$ cat src/rtl/decode_stage_hs_if.sv
// decode_stage_hs_if
//   Bundles every non-clock signal of decode_stage_hs: the fetch-side
//   valid/ready handshake (flush, in_valid, in_ready, inst, pc, pcp4), the
//   register-file read ports (read_reg*, read_data*), the writeback bypass
//   (wb_en, wb_addr, wb_data) and the registered ID/EX bundle toward execute
//   (out_valid, out_ready and all *_o fields).
//   modport slave  : the decode stage itself.
//   modport master : the surrounding pipeline (fetch, register file, execute).
interface decode_stage_hs_if #(
   parameter int XLEN = 32
);
   logic            flush;
   logic            in_valid;
   logic            in_ready;
   logic [31:0]     inst;
   logic [XLEN-1:0] pc;
   logic [XLEN-1:0] pcp4;
   logic [4:0]      read_reg1;
   logic [4:0]      read_reg2;
   logic [XLEN-1:0] read_data1;
   logic [XLEN-1:0] read_data2;
   logic            wb_en;
   logic [4:0]      wb_addr;
   logic [XLEN-1:0] wb_data;
   logic            out_valid;
   logic            out_ready;
   logic [XLEN-1:0] pc_o;
   logic [XLEN-1:0] pcp4_o;
   logic [XLEN-1:0] imm_o;
   logic [XLEN-1:0] rs1_data_o;
   logic [XLEN-1:0] rs2_data_o;
   logic [4:0]      rs1_o;
   logic [4:0]      rs2_o;
   logic [4:0]      rd_o;
   logic            regwrite_o;
   logic [1:0]      memtoreg_o;
   logic [1:0]      memrw_o;
   logic [2:0]      membranch_o;
   logic [2:0]      alu_ctrl_o;
   logic [2:0]      alu_src_o;
   logic [3:0]      alu_fn_o;
   logic [6:0]      funct7_o;
   logic [31:0]     inst_o;
   logic            illegal_o;

   modport slave (
      input  flush, in_valid, inst, pc, pcp4, read_data1, read_data2,
             wb_en, wb_addr, wb_data, out_ready,
      output in_ready, read_reg1, read_reg2, out_valid, pc_o, pcp4_o, imm_o,
             rs1_data_o, rs2_data_o, rs1_o, rs2_o, rd_o, regwrite_o, memtoreg_o,
             memrw_o, membranch_o, alu_ctrl_o, alu_src_o, alu_fn_o, funct7_o,
             inst_o, illegal_o
   );

   modport master (
      output flush, in_valid, inst, pc, pcp4, read_data1, read_data2,
             wb_en, wb_addr, wb_data, out_ready,
      input  in_ready, read_reg1, read_reg2, out_valid, pc_o, pcp4_o, imm_o,
             rs1_data_o, rs2_data_o, rs1_o, rs2_o, rd_o, regwrite_o, memtoreg_o,
             memrw_o, membranch_o, alu_ctrl_o, alu_src_o, alu_fn_o, funct7_o,
             inst_o, illegal_o
   );
endinterface

$ cat src/rtl/decode_stage_hs.sv
// decode_stage_hs
//   RV32I/RV64I decode stage plus ID/EX pipeline register with a valid/ready
//   handshake on both sides, load-use interlock (one bubble), writeback
//   bypass on capture and while holding, optional M and SYSTEM/FENCE decode
//   and illegal-instruction flagging.
//   Ports: clk, rst (synchronous, active high) and bus (decode_stage_hs_if,
//   slave modport) carrying the fetch, register-file, writeback and execute
//   signals.
module decode_stage_hs #(
   parameter int XLEN   = 32,
   parameter bit EN_M   = 1'b1,
   parameter bit EN_SYS = 1'b1
) (
   input  logic             clk,
   input  logic             rst,
   decode_stage_hs_if.slave bus
);
   localparam logic [6:0] OPC_LUI    = 7'b0110111;
   localparam logic [6:0] OPC_AUIPC  = 7'b0010111;
   localparam logic [6:0] OPC_JAL    = 7'b1101111;
   localparam logic [6:0] OPC_JALR   = 7'b1100111;
   localparam logic [6:0] OPC_BRANCH = 7'b1100011;
   localparam logic [6:0] OPC_LOAD   = 7'b0000011;
   localparam logic [6:0] OPC_STORE  = 7'b0100011;
   localparam logic [6:0] OPC_OPIMM  = 7'b0010011;
   localparam logic [6:0] OPC_OPIMM32= 7'b0011011;
   localparam logic [6:0] OPC_OP     = 7'b0110011;
   localparam logic [6:0] OPC_OP32   = 7'b0111011;
   localparam logic [6:0] OPC_SYSTEM = 7'b1110011;
   localparam logic [6:0] OPC_FENCE  = 7'b0001111;

   typedef enum logic {ST_RUN = 1'b0, ST_BUBBLE = 1'b1} state_t;

   // Image of the whole ID/EX register; valid doubles as out_valid.
   typedef struct packed {
      logic            valid;
      logic [XLEN-1:0] pc, pcp4, imm, rs1_data, rs2_data;
      logic [4:0]      rs1, rs2, rd;
      logic            regwrite;
      logic [1:0]      memtoreg, memrw;
      logic [2:0]      membranch, alu_ctrl, alu_src;
      logic [3:0]      alu_fn;
      logic [6:0]      funct7;
      logic [31:0]     inst;
      logic            illegal;
   } pipe_t;

   localparam pipe_t PIPE_ZERO = {$bits(pipe_t){1'b0}};

   // Writeback forwarding match; x0 is never forwarded.
   function automatic logic wb_hit(input logic en, input logic [4:0] waddr,
                                   input logic [4:0] raddr);
      return en && (waddr != 5'd0) && (waddr == raddr);
   endfunction

   state_t          state_q, state_d;
   pipe_t           out_q, out_d, dec_s;
   logic [31:0]     inst_s;
   logic [6:0]      opc_s;
   logic [2:0]      f3_s;
   logic [XLEN-1:0] imm_i_s, imm_s_s, imm_b_s, imm_u_s, imm_j_s;
   logic            uses_rs1_s, uses_rs2_s, ill_s;
   logic            hazard_s, in_ready_s, capture_s;

   assign inst_s  = bus.inst;
   assign opc_s   = inst_s[6:0];
   assign f3_s    = inst_s[14:12];
   assign imm_i_s = XLEN'($signed(inst_s[31:20]));
   assign imm_s_s = XLEN'($signed({inst_s[31:25], inst_s[11:7]}));
   assign imm_b_s = XLEN'($signed({inst_s[31], inst_s[7], inst_s[30:25], inst_s[11:8], 1'b0}));
   assign imm_u_s = XLEN'($signed({inst_s[31:12], 12'b0}));
   assign imm_j_s = XLEN'($signed({inst_s[31], inst_s[19:12], inst_s[20], inst_s[30:21], 1'b0}));

   // Decode the presented instruction into the image the register would capture.
   always_comb begin
      dec_s          = PIPE_ZERO;
      uses_rs1_s     = 1'b0;
      uses_rs2_s     = 1'b0;
      ill_s          = 1'b0;
      dec_s.valid    = 1'b1;
      dec_s.pc       = bus.pc;
      dec_s.pcp4     = bus.pcp4;
      dec_s.rs1      = inst_s[19:15];
      dec_s.rs2      = inst_s[24:20];
      dec_s.rd       = inst_s[11:7];
      dec_s.funct7   = inst_s[31:25];
      dec_s.inst     = inst_s;
      dec_s.alu_fn   = {1'b0, f3_s};
      dec_s.rs1_data = wb_hit(bus.wb_en, bus.wb_addr, inst_s[19:15]) ? bus.wb_data : bus.read_data1;
      dec_s.rs2_data = wb_hit(bus.wb_en, bus.wb_addr, inst_s[24:20]) ? bus.wb_data : bus.read_data2;
      case (opc_s)
         OPC_LUI: begin
            dec_s.regwrite = 1'b1; dec_s.imm = imm_u_s;
            dec_s.alu_ctrl = 3'b010; dec_s.alu_src = 3'b010; dec_s.alu_fn = 4'b0000;
         end
         OPC_AUIPC: begin
            dec_s.regwrite = 1'b1; dec_s.imm = imm_u_s;
            dec_s.alu_src = 3'b110; dec_s.alu_fn = 4'b0000;
         end
         OPC_JAL: begin
            dec_s.regwrite = 1'b1; dec_s.imm = imm_j_s; dec_s.membranch = 3'b111;
            dec_s.memtoreg = 2'b10; dec_s.alu_ctrl = 3'b011; dec_s.alu_src = 3'b100;
            dec_s.alu_fn = 4'b0000;
         end
         OPC_JALR: begin
            dec_s.regwrite = 1'b1; dec_s.imm = imm_i_s; dec_s.membranch = 3'b111;
            dec_s.memtoreg = 2'b10; dec_s.alu_ctrl = 3'b011; dec_s.alu_src = 3'b010;
            dec_s.alu_fn = 4'b0001; uses_rs1_s = 1'b1;
         end
         OPC_BRANCH: begin
            dec_s.imm = imm_b_s; dec_s.alu_ctrl = 3'b001; dec_s.alu_src = 3'b011;
            uses_rs1_s = 1'b1; uses_rs2_s = 1'b1;
            case (f3_s)
               3'b000:  dec_s.membranch = 3'b001;
               3'b001:  dec_s.membranch = 3'b010;
               3'b100:  dec_s.membranch = 3'b011;
               3'b101:  dec_s.membranch = 3'b100;
               3'b110:  dec_s.membranch = 3'b101;
               3'b111:  dec_s.membranch = 3'b110;
               default: ill_s = 1'b1;
            endcase
         end
         OPC_LOAD: begin
            dec_s.regwrite = 1'b1; dec_s.imm = imm_i_s; dec_s.memrw = 2'b10;
            dec_s.memtoreg = 2'b01; dec_s.alu_ctrl = 3'b100; dec_s.alu_src = 3'b010;
            uses_rs1_s = 1'b1;
         end
         OPC_STORE: begin
            dec_s.imm = imm_s_s; dec_s.memrw = 2'b01; dec_s.rd = 5'd0;
            dec_s.alu_ctrl = 3'b101; dec_s.alu_src = 3'b010;
            uses_rs1_s = 1'b1; uses_rs2_s = 1'b1;
         end
         OPC_OPIMM, OPC_OPIMM32: begin
            // The 32-bit word forms exist only on RV64.
            ill_s = (opc_s == OPC_OPIMM32) && (XLEN != 64);
            dec_s.regwrite = 1'b1; dec_s.imm = imm_i_s; dec_s.alu_src = 3'b010;
            uses_rs1_s = 1'b1;
            // Shift-immediates carry the arithmetic/logical select in inst[30].
            dec_s.alu_fn = (f3_s[1:0] == 2'b01) ? {inst_s[30], f3_s} : {1'b0, f3_s};
         end
         OPC_OP, OPC_OP32: begin
            dec_s.regwrite = 1'b1; dec_s.alu_src = 3'b011; dec_s.alu_fn = {inst_s[30], f3_s};
            uses_rs1_s = 1'b1; uses_rs2_s = 1'b1;
            dec_s.alu_ctrl = (inst_s[31:25] == 7'b0000001) ? 3'b110 : 3'b000;
            ill_s = ((opc_s == OPC_OP32) && (XLEN != 64)) ||
                    ((inst_s[31:25] == 7'b0000001) && !EN_M);
         end
         OPC_SYSTEM, OPC_FENCE: begin
            dec_s.imm = imm_i_s; dec_s.alu_ctrl = 3'b111;
            // Only CSR accesses write rd; ECALL/EBREAK and FENCE do not.
            dec_s.regwrite = (opc_s == OPC_SYSTEM) && (f3_s != 3'b000);
            uses_rs1_s = (opc_s == OPC_SYSTEM) && (f3_s[2] == 1'b0) && (f3_s != 3'b000);
            ill_s = !EN_SYS;
         end
         default: ill_s = 1'b1;
      endcase
      // Illegal words still issue so the trap is taken downstream, but with no side effects.
      dec_s.illegal   = ill_s;
      dec_s.regwrite  = dec_s.regwrite & ~ill_s;
      dec_s.memrw     = ill_s ? 2'b00 : dec_s.memrw;
      dec_s.membranch = ill_s ? 3'b000 : dec_s.membranch;
   end

   // A load in the output register whose rd feeds the incoming instruction must wait one cycle.
   assign hazard_s = (state_q == ST_RUN) && out_q.valid && (out_q.memrw == 2'b10) &&
                     (out_q.rd != 5'd0) && bus.in_valid &&
                     ((uses_rs1_s && (out_q.rd == inst_s[19:15])) ||
                      (uses_rs2_s && (out_q.rd == inst_s[24:20])));
   assign in_ready_s = bus.flush || ((!out_q.valid || bus.out_ready) && !hazard_s);
   assign capture_s  = bus.in_valid && in_ready_s && !bus.flush;

   // Interlock FSM next state: one bubble after execute takes the load.
   always_comb begin
      state_d = state_q;
      case (state_q)
         ST_RUN: begin
            if (hazard_s && bus.out_ready && !bus.flush) begin
               state_d = ST_BUBBLE;
            end else begin
               state_d = ST_RUN;
            end
         end
         ST_BUBBLE: state_d = ST_RUN;
         default:   state_d = ST_RUN;
      endcase
   end

   // Output register next state: flush, capture, drain to bubble, or hold with bypass.
   always_comb begin
      out_d = out_q;
      if (bus.flush) begin
         out_d = PIPE_ZERO;
      end else if (capture_s) begin
         out_d = dec_s;
      end else if (out_q.valid && bus.out_ready) begin
         out_d = PIPE_ZERO;
      end else begin
         out_d.rs1_data = wb_hit(bus.wb_en, bus.wb_addr, out_q.rs1) ? bus.wb_data : out_q.rs1_data;
         out_d.rs2_data = wb_hit(bus.wb_en, bus.wb_addr, out_q.rs2) ? bus.wb_data : out_q.rs2_data;
      end
   end

   // State and ID/EX register with synchronous reset.
   always_ff @(posedge clk) begin
      if (rst) begin
         state_q <= ST_RUN;
         out_q   <= PIPE_ZERO;
      end else begin
         state_q <= state_d;
         out_q   <= out_d;
      end
   end

   assign bus.in_ready    = in_ready_s;
   assign bus.read_reg1   = inst_s[19:15];
   assign bus.read_reg2   = inst_s[24:20];
   assign bus.out_valid   = out_q.valid;
   assign bus.pc_o        = out_q.pc;
   assign bus.pcp4_o      = out_q.pcp4;
   assign bus.imm_o       = out_q.imm;
   assign bus.rs1_data_o  = out_q.rs1_data;
   assign bus.rs2_data_o  = out_q.rs2_data;
   assign bus.rs1_o       = out_q.rs1;
   assign bus.rs2_o       = out_q.rs2;
   assign bus.rd_o        = out_q.rd;
   assign bus.regwrite_o  = out_q.regwrite;
   assign bus.memtoreg_o  = out_q.memtoreg;
   assign bus.memrw_o     = out_q.memrw;
   assign bus.membranch_o = out_q.membranch;
   assign bus.alu_ctrl_o  = out_q.alu_ctrl;
   assign bus.alu_src_o   = out_q.alu_src;
   assign bus.alu_fn_o    = out_q.alu_fn;
   assign bus.funct7_o    = out_q.funct7;
   assign bus.inst_o      = out_q.inst;
   assign bus.illegal_o   = out_q.illegal;
endmodule

$ cat src/flat_wrapper.sv
// flat-port wrapper written by rule: the top's interface ports become plain ports
module decode_stage_hs_flat 
#(
   parameter int XLEN   = 32,
   parameter bit EN_M   = 1'b1,
   parameter bit EN_SYS = 1'b1
)
  (clk, rst, bus_flush, bus_in_valid, bus_inst, bus_pc, bus_pcp4, bus_read_data1, bus_read_data2, bus_wb_en, bus_wb_addr, bus_wb_data, bus_out_ready, bus_in_ready, bus_read_reg1, bus_read_reg2, bus_out_valid, bus_pc_o, bus_pcp4_o, bus_imm_o, bus_rs1_data_o, bus_rs2_data_o, bus_rs1_o, bus_rs2_o, bus_rd_o, bus_regwrite_o, bus_memtoreg_o, bus_memrw_o, bus_membranch_o, bus_alu_ctrl_o, bus_alu_src_o, bus_alu_fn_o, bus_funct7_o, bus_inst_o, bus_illegal_o);
  decode_stage_hs_if #(.XLEN(XLEN)) bus_i ();
  input  logic clk;
  input  logic rst;
  input wire logic [$bits(bus_i.flush)-1:0] bus_flush;
  input wire logic [$bits(bus_i.in_valid)-1:0] bus_in_valid;
  input wire logic [$bits(bus_i.inst)-1:0] bus_inst;
  input wire logic [$bits(bus_i.pc)-1:0] bus_pc;
  input wire logic [$bits(bus_i.pcp4)-1:0] bus_pcp4;
  input wire logic [$bits(bus_i.read_data1)-1:0] bus_read_data1;
  input wire logic [$bits(bus_i.read_data2)-1:0] bus_read_data2;
  input wire logic [$bits(bus_i.wb_en)-1:0] bus_wb_en;
  input wire logic [$bits(bus_i.wb_addr)-1:0] bus_wb_addr;
  input wire logic [$bits(bus_i.wb_data)-1:0] bus_wb_data;
  input wire logic [$bits(bus_i.out_ready)-1:0] bus_out_ready;
  output wire logic [$bits(bus_i.in_ready)-1:0] bus_in_ready;
  output wire logic [$bits(bus_i.read_reg1)-1:0] bus_read_reg1;
  output wire logic [$bits(bus_i.read_reg2)-1:0] bus_read_reg2;
  output wire logic [$bits(bus_i.out_valid)-1:0] bus_out_valid;
  output wire logic [$bits(bus_i.pc_o)-1:0] bus_pc_o;
  output wire logic [$bits(bus_i.pcp4_o)-1:0] bus_pcp4_o;
  output wire logic [$bits(bus_i.imm_o)-1:0] bus_imm_o;
  output wire logic [$bits(bus_i.rs1_data_o)-1:0] bus_rs1_data_o;
  output wire logic [$bits(bus_i.rs2_data_o)-1:0] bus_rs2_data_o;
  output wire logic [$bits(bus_i.rs1_o)-1:0] bus_rs1_o;
  output wire logic [$bits(bus_i.rs2_o)-1:0] bus_rs2_o;
  output wire logic [$bits(bus_i.rd_o)-1:0] bus_rd_o;
  output wire logic [$bits(bus_i.regwrite_o)-1:0] bus_regwrite_o;
  output wire logic [$bits(bus_i.memtoreg_o)-1:0] bus_memtoreg_o;
  output wire logic [$bits(bus_i.memrw_o)-1:0] bus_memrw_o;
  output wire logic [$bits(bus_i.membranch_o)-1:0] bus_membranch_o;
  output wire logic [$bits(bus_i.alu_ctrl_o)-1:0] bus_alu_ctrl_o;
  output wire logic [$bits(bus_i.alu_src_o)-1:0] bus_alu_src_o;
  output wire logic [$bits(bus_i.alu_fn_o)-1:0] bus_alu_fn_o;
  output wire logic [$bits(bus_i.funct7_o)-1:0] bus_funct7_o;
  output wire logic [$bits(bus_i.inst_o)-1:0] bus_inst_o;
  output wire logic [$bits(bus_i.illegal_o)-1:0] bus_illegal_o;
  assign bus_i.flush = bus_flush;
  assign bus_i.in_valid = bus_in_valid;
  assign bus_i.inst = bus_inst;
  assign bus_i.pc = bus_pc;
  assign bus_i.pcp4 = bus_pcp4;
  assign bus_i.read_data1 = bus_read_data1;
  assign bus_i.read_data2 = bus_read_data2;
  assign bus_i.wb_en = bus_wb_en;
  assign bus_i.wb_addr = bus_wb_addr;
  assign bus_i.wb_data = bus_wb_data;
  assign bus_i.out_ready = bus_out_ready;
  assign bus_in_ready = bus_i.in_ready;
  assign bus_read_reg1 = bus_i.read_reg1;
  assign bus_read_reg2 = bus_i.read_reg2;
  assign bus_out_valid = bus_i.out_valid;
  assign bus_pc_o = bus_i.pc_o;
  assign bus_pcp4_o = bus_i.pcp4_o;
  assign bus_imm_o = bus_i.imm_o;
  assign bus_rs1_data_o = bus_i.rs1_data_o;
  assign bus_rs2_data_o = bus_i.rs2_data_o;
  assign bus_rs1_o = bus_i.rs1_o;
  assign bus_rs2_o = bus_i.rs2_o;
  assign bus_rd_o = bus_i.rd_o;
  assign bus_regwrite_o = bus_i.regwrite_o;
  assign bus_memtoreg_o = bus_i.memtoreg_o;
  assign bus_memrw_o = bus_i.memrw_o;
  assign bus_membranch_o = bus_i.membranch_o;
  assign bus_alu_ctrl_o = bus_i.alu_ctrl_o;
  assign bus_alu_src_o = bus_i.alu_src_o;
  assign bus_alu_fn_o = bus_i.alu_fn_o;
  assign bus_funct7_o = bus_i.funct7_o;
  assign bus_inst_o = bus_i.inst_o;
  assign bus_illegal_o = bus_i.illegal_o;
  decode_stage_hs #(.XLEN(XLEN), .EN_M(EN_M), .EN_SYS(EN_SYS)) u_core (.clk(clk), .rst(rst), .bus(bus_i));
endmodule
$ cat config.mk
export PLATFORM = sky130hd
export DESIGN_NAME = decode_stage_hs_flat
export DESIGN_NICKNAME = d
export VERILOG_FILES = /design/src/rtl/decode_stage_hs_if.sv /design/src/rtl/decode_stage_hs.sv /design/src/flat_wrapper.sv
export SDC_FILE = /design/constraint.sdc
export NUM_CORES = 1
export LEC_CHECK = 0
export ABC_AREA = 1
export CORE_AREA = 2 2 175 177
export DETAILED_ROUTE_END_ITERATION = 10
export DIE_AREA = 0 0 177 179
export PLACE_DENSITY = 0.74
export SYNTH_ARGS = -nofsm -noshare
export SYNTH_HDL_FRONTEND = slang
export SYNTH_SLANG_ARGS = --single-unit
$ cat constraint.sdc
create_clock -name clk -period 5.77 [get_ports clk]
set_input_delay 1.731 -clock clk [delete_from_list [all_inputs] [get_ports clk]]
set_output_delay 1.731 -clock clk [all_outputs]
set_load 0.05 [all_outputs]
# After elaboration in Yosys (flattened, before gate mapping)
# Cells that the tools add are included.
dict set report totals {
  reg_bits 235
  out_inout_bits 245
  word_cells 128
}
dict set report classes {
  n_eq_ne 27
  mux 28
  bitwise_logic 4
  n_reduce_logical 49
}
# operator count
set op_table {}
lappend op_table {{234-bit two-way mux} 1}
lappend op_table {{32-bit case mux with 5 select lines} 1}
lappend op_table {{32-bit two-way mux} 4}
lappend op_table {{97-bit two-way mux} 1}
lappend op_table {{73-bit two-way mux} 1}
lappend op_table {{64-bit two-way mux} 1}
lappend op_table {{5-bit == test} 6}
lappend op_table {{7-bit by 6-bit == test with 1-bit output (second input constant)} 4}
lappend op_table {{7-bit == test (second input constant)} 4}
lappend op_table {{7-bit by 5-bit == test with 1-bit output (second input constant)} 3}
lappend op_table {{1-bit logical AND} 21}
lappend op_table {{3-bit case mux with 7 select lines} 1}
lappend op_table {{3-bit case mux with 6 select lines} 1}
lappend op_table {{6-bit OR reduction} 3}
lappend op_table {{4-bit case mux with 4 select lines} 1}
lappend op_table {{8-bit OR reduction} 2}
lappend op_table {{3-bit == test (second input constant)} 4}
lappend op_table {{3-bit case mux with 4 select lines} 1}
lappend op_table {{2-bit OR reduction} 6}
lappend op_table {{5-bit nonzero test} 2}
lappend op_table {{3-bit nonzero test} 3}
lappend op_table {{9-bit OR reduction} 1}
lappend op_table {{2-bit case mux with 2 select lines} 2}
lappend op_table {{7-bit by 1-bit == test with 1-bit output (second input constant)} 1}
lappend op_table {{21 further kinds} 33}

# Longest topological paths before layout
dict set report logic_depth {
  word_depth 13
  depth_mapped 17
  ltp_nobuf 16
}

# Worst setup path before layout
# OpenSTA, ideal clock, no wires.
dict set report synth_timing {
  kind {in2out}
  start {input port bus_inst[1]}
  end {output port bus_in_ready}
  t_arrival_ps 3223
  path_slack_ps 816
  cell_stages 15
  path_buffers 3
  path_cell_list {nand2_2 inv_2 nand2_1 inv_2 nand2_2 nand2_1 inv_2 nand3_1 nand2_1 nand2_1 nand2_1 buf_4 buf_6 buf_4 a21o_1}
}
dict set report synth_between {
  elab_chain_len 10
  elab_cells_between_ends 24
  classes_between {10 x eq/ne; 2 x mux; 12 x reduce/logical}
}
# item line
set synth_lines {}
lappend synth_lines {{start, declared} flat_wrapper.sv:14} ;# input wire logic [$bits(bus_i.inst)-1:0] bus_inst;
lappend synth_lines {{branches (longest 5 deep; another with 8-bit OR reduction)} --}
lappend synth_lines {{1-bit logical OR *} decode_stage_hs.sv:167} ;# ((uses_rs1_s && (out_q.rd == inst_s[19:15])) ||
lappend synth_lines {{1-bit logical AND *} decode_stage_hs.sv:166} ;# (out_q.rd != 5'd0) && bus.in_valid &&
lappend synth_lines {{1-bit zero test *} decode_stage_hs.sv:169} ;# assign in_ready_s = bus.flush || ((!out_q.valid || bus.out_ready) && !hazard_s);
lappend synth_lines {{1-bit logical AND *} decode_stage_hs.sv:169}
lappend synth_lines {{1-bit logical OR *} decode_stage_hs.sv:169}
lappend synth_lines {{end, declared} flat_wrapper.sv:23} ;# output wire logic [$bits(bus_i.in_ready)-1:0] bus_in_ready;
# Mark *: on every way between the ends.

# Final worst setup path
# Ends and elaborated chain as after synthesis.

==> results.sh <==
export IMPL_tightest_slew_ns=1.193
export IMPL_seq_area_frac_synth_pct=36.06
export IMPL_root_buffer="clkbuf_16"
export IMPL_syn_avg_cell_area_sq_um=6.785
export IMPL_critical_path_class="input port to output port"
export IMPL_worst_ep_required_time_ns=4.04
export IMPL_synth_nets=1987
export IMPL_drv_cap=0
export IMPL_wl_mm=49.06
export IMPL_path_clk_slew_ns=0.06
export IMPL_hp_class="flip-flop to flip-flop"
export IMPL_drive_gt1_share_pct=4.441
export IMPL_grt_max_degree=218
export IMPL_path_max_fanout=7
export IMPL_skew_ns=0.01172
export IMPL_syn_area_sq_um=12100
export IMPL_clock_path_buffers=3
export IMPL_ir_worst_vdd_v=0.0002341
export IMPL_io_buffers=447
export IMPL_worst_setup_path_end_kind="output port"
export IMPL_slew_headroom_pct=20.45
export IMPL_fill_cells=2840
export IMPL_power_leakage_uw=0.006800
export IMPL_synth_edf_count=0
export IMPL_synth_area_top_cells="dfxtp_1 36%, nand4_1 11%, nand2_1 9.5%, nand3_1 7.6%, a21oi_1 7.2%"
export IMPL_timing_final_ws_setup_ns=0.4397
export IMPL_synth_ff_type="dfxtp_1"
export IMPL_fin_tns_setup_ns=0
export IMPL_ys_ff_latch=218
export IMPL_rsz0062_at_grt="false"
export IMPL_pin_count=448
export IMPL_first_iter_violations=1569
export IMPL_die_y_um=179
export IMPL_detail_route_first_pass_iterations=5
export IMPL_dp_slack_ns=0.4626
export IMPL_numCtsBuffers=25
export IMPL_core_sq_um=30030
export IMPL_rows=64
export IMPL_die_area_sq_um=31680
export IMPL_tritoncts="yes"
export IMPL_hold_viol_final=0
export IMPL_hold_buffers=0
export IMPL_syn_to_final_growth_pct=41.46
export IMPL_htree_num_levels=1
export IMPL_synth_cell_types=30
export IMPL_grt_overflow_total=0
export IMPL_numClockSinks=218
export IMPL_ant_nets=0
export IMPL_grt_antenna_before_repair=2
export IMPL_fmax_mhz=187.6
export IMPL_vias=14200
export IMPL_cts_repair_resized=0
export IMPL_layout_min_cycle_time_ns=5.330
export IMPL_wl_per_cell_um=19.70
export IMPL_cts_setup_buffers=0
export IMPL_routed_via_density=5.699
export IMPL_drv_slew=0
export IMPL_setup_viol=0
export IMPL_grt_usage_pct=28.93
export IMPL_grt_pass1_wl_mm=73.61
export IMPL_synth_cells=1784
export IMPL_drcViolationCount=0
export IMPL_grt_pass1_vias=13360
export IMPL_place_gp_congestion=0.9441
export IMPL_cp_start_kind="input port"
export IMPL_initial_core_util_pct=40.31
export IMPL_power_density_nw_per_um2=229.6
export IMPL_yosysWarnings=0
export IMPL_worst_skew_pair_late_latency_ns=0.53
export IMPL_yosysTopAreaCellShare_pct=36.06
export IMPL_outcome="complete, no violations"
export IMPL_async_flop_share_pct=0
export IMPL_dp_cells=2446
export IMPL_fin_cells=2491
export IMPL_synthTopCellsByCount="307 x nand2_1, 218 x dfxtp_1, 218 x nand4_1, 187 x nor2_1, 183 x nand3_1"
export IMPL_dp_hpwl_mm=31.39
export IMPL_yosysMostFrequentCell="nand2_1"
export IMPL_finalCritPeriodShare_pct=92.38
export IMPL_synth_top_cell_by_area="dfxtp_1"
export IMPL_worstPathArrival_ns=3.60
export IMPL_final_nets=2280
export IMPL_die_w_um=177
[path summary, 6_finish.rpt]
check / start / to / slack [ns] / depth (start not counted)
max: bus_inst[1] / bus_in_ready / 0.44 / 12
min: u_core.state_q / u_core.state_q / 0.48 / 1
max reg2reg: u_core.bus.rd_o[4] / u_core.bus.rs2_data_o[18] / 2.21 / 13
min reg2reg: u_core.state_q / u_core.state_q / 0.48 / 1
[registers in the layout, indices dropped and copies added, names as in the netlist, 4 cells and up]
name / flops
u_core.bus.imm_o: 32
u_core.bus.pc_o: 32
u_core.bus.pcp4_o: 32
u_core.bus.rs1_data_o: 32
u_core.bus.rs2_data_o: 32
u_core.bus.inst_o: 31
u_core.bus.rd_o: 5
u_core.bus.alu_fn_o: 4
[report_power, final]
part           internal (uW)  total [uW]  leakage (uW)  switching, uW
registers               1540        1560       0.00177           23.2
logic                    306         773       0.00464            467
clock network            925        1590      0.000393            668
[area by class of cell]
type                       count  area, sq um  area share [%]
inverter                      87        329.1           1.922
tap                          396        495.5           2.894
clock inverter                10        110.1          0.6430
clock buffer                  34        689.4           4.026
multi-input combinational   1274         6417           37.48
antenna                        1        2.502         0.01461
sequential                   218         4364           25.49
timing repair buffer         471         4715           27.53
[cells by family after synthesis]
| group | Yosys count | synth area share [%] |
|---|---|---|
| compound gates | 263 | 10.98 |
| xor+xnor | 26 | 1.881 |
| buf+inv | 292 | 11.57 |
| flops | 218 | 36.06 |
| simple gates | 985 | 39.52 |
[per-layer routing]
layer | GRT usage [%] | vias to the layer above | share of wire, %
met5 | 0 | - | 0.024
met4 | 14.15 | 2 | 4.7
met3 | 8.651 | 138 | 11
met2 | 45.80 | 768 | 45
met1 | 35.81 | 6615 | 39
li1 | - | 6672 | -
[worst max-delay path: stages]
cell	delay (ns)
clkdlybuf4s50_1	0.50
nand2_2	0.10
nor2_1	0.19
nand2_2	0.15
nand2_1	0.15
inv_2	0.05
nand3_1	0.11
nand2_1	0.06
nand2_1	0.11
nand2_4	0.06
a21o_1	0.21
buf_12	0.16
[cell usage in the layout (no fill, tap or decap), drive strengths merged, types with 7 or more instances in the layout]
cell           instances
a21oi                174
buf                   25
clkbuf                34
clkdlybuf4s50        446
clkinv                 7
dfxtp                218
inv                   87
nand2                312
nand3                184
nand3b                66
nand4                218
nor2                 191
nor3                   9
o21ai                 85
xnor2                 12
xor2                  14
[through the flow]
stage	utilization (%)	area, sq um	power, uW	hold WS [ns]
3_5_place_dp	54.35	16320	2361	0.4308
4_1_cts	57.01	17120	3952	0.4524
5_1_grt	57.01	17120	4069	0.4683
2_1_floorplan	-	12100	2051	0.4037
6_report	57.02	17120	3931	0.4756
3_3_place_gp	54.35	16320	2357	0.4393
Note: power is estimated with default switching activity, not from simulation.
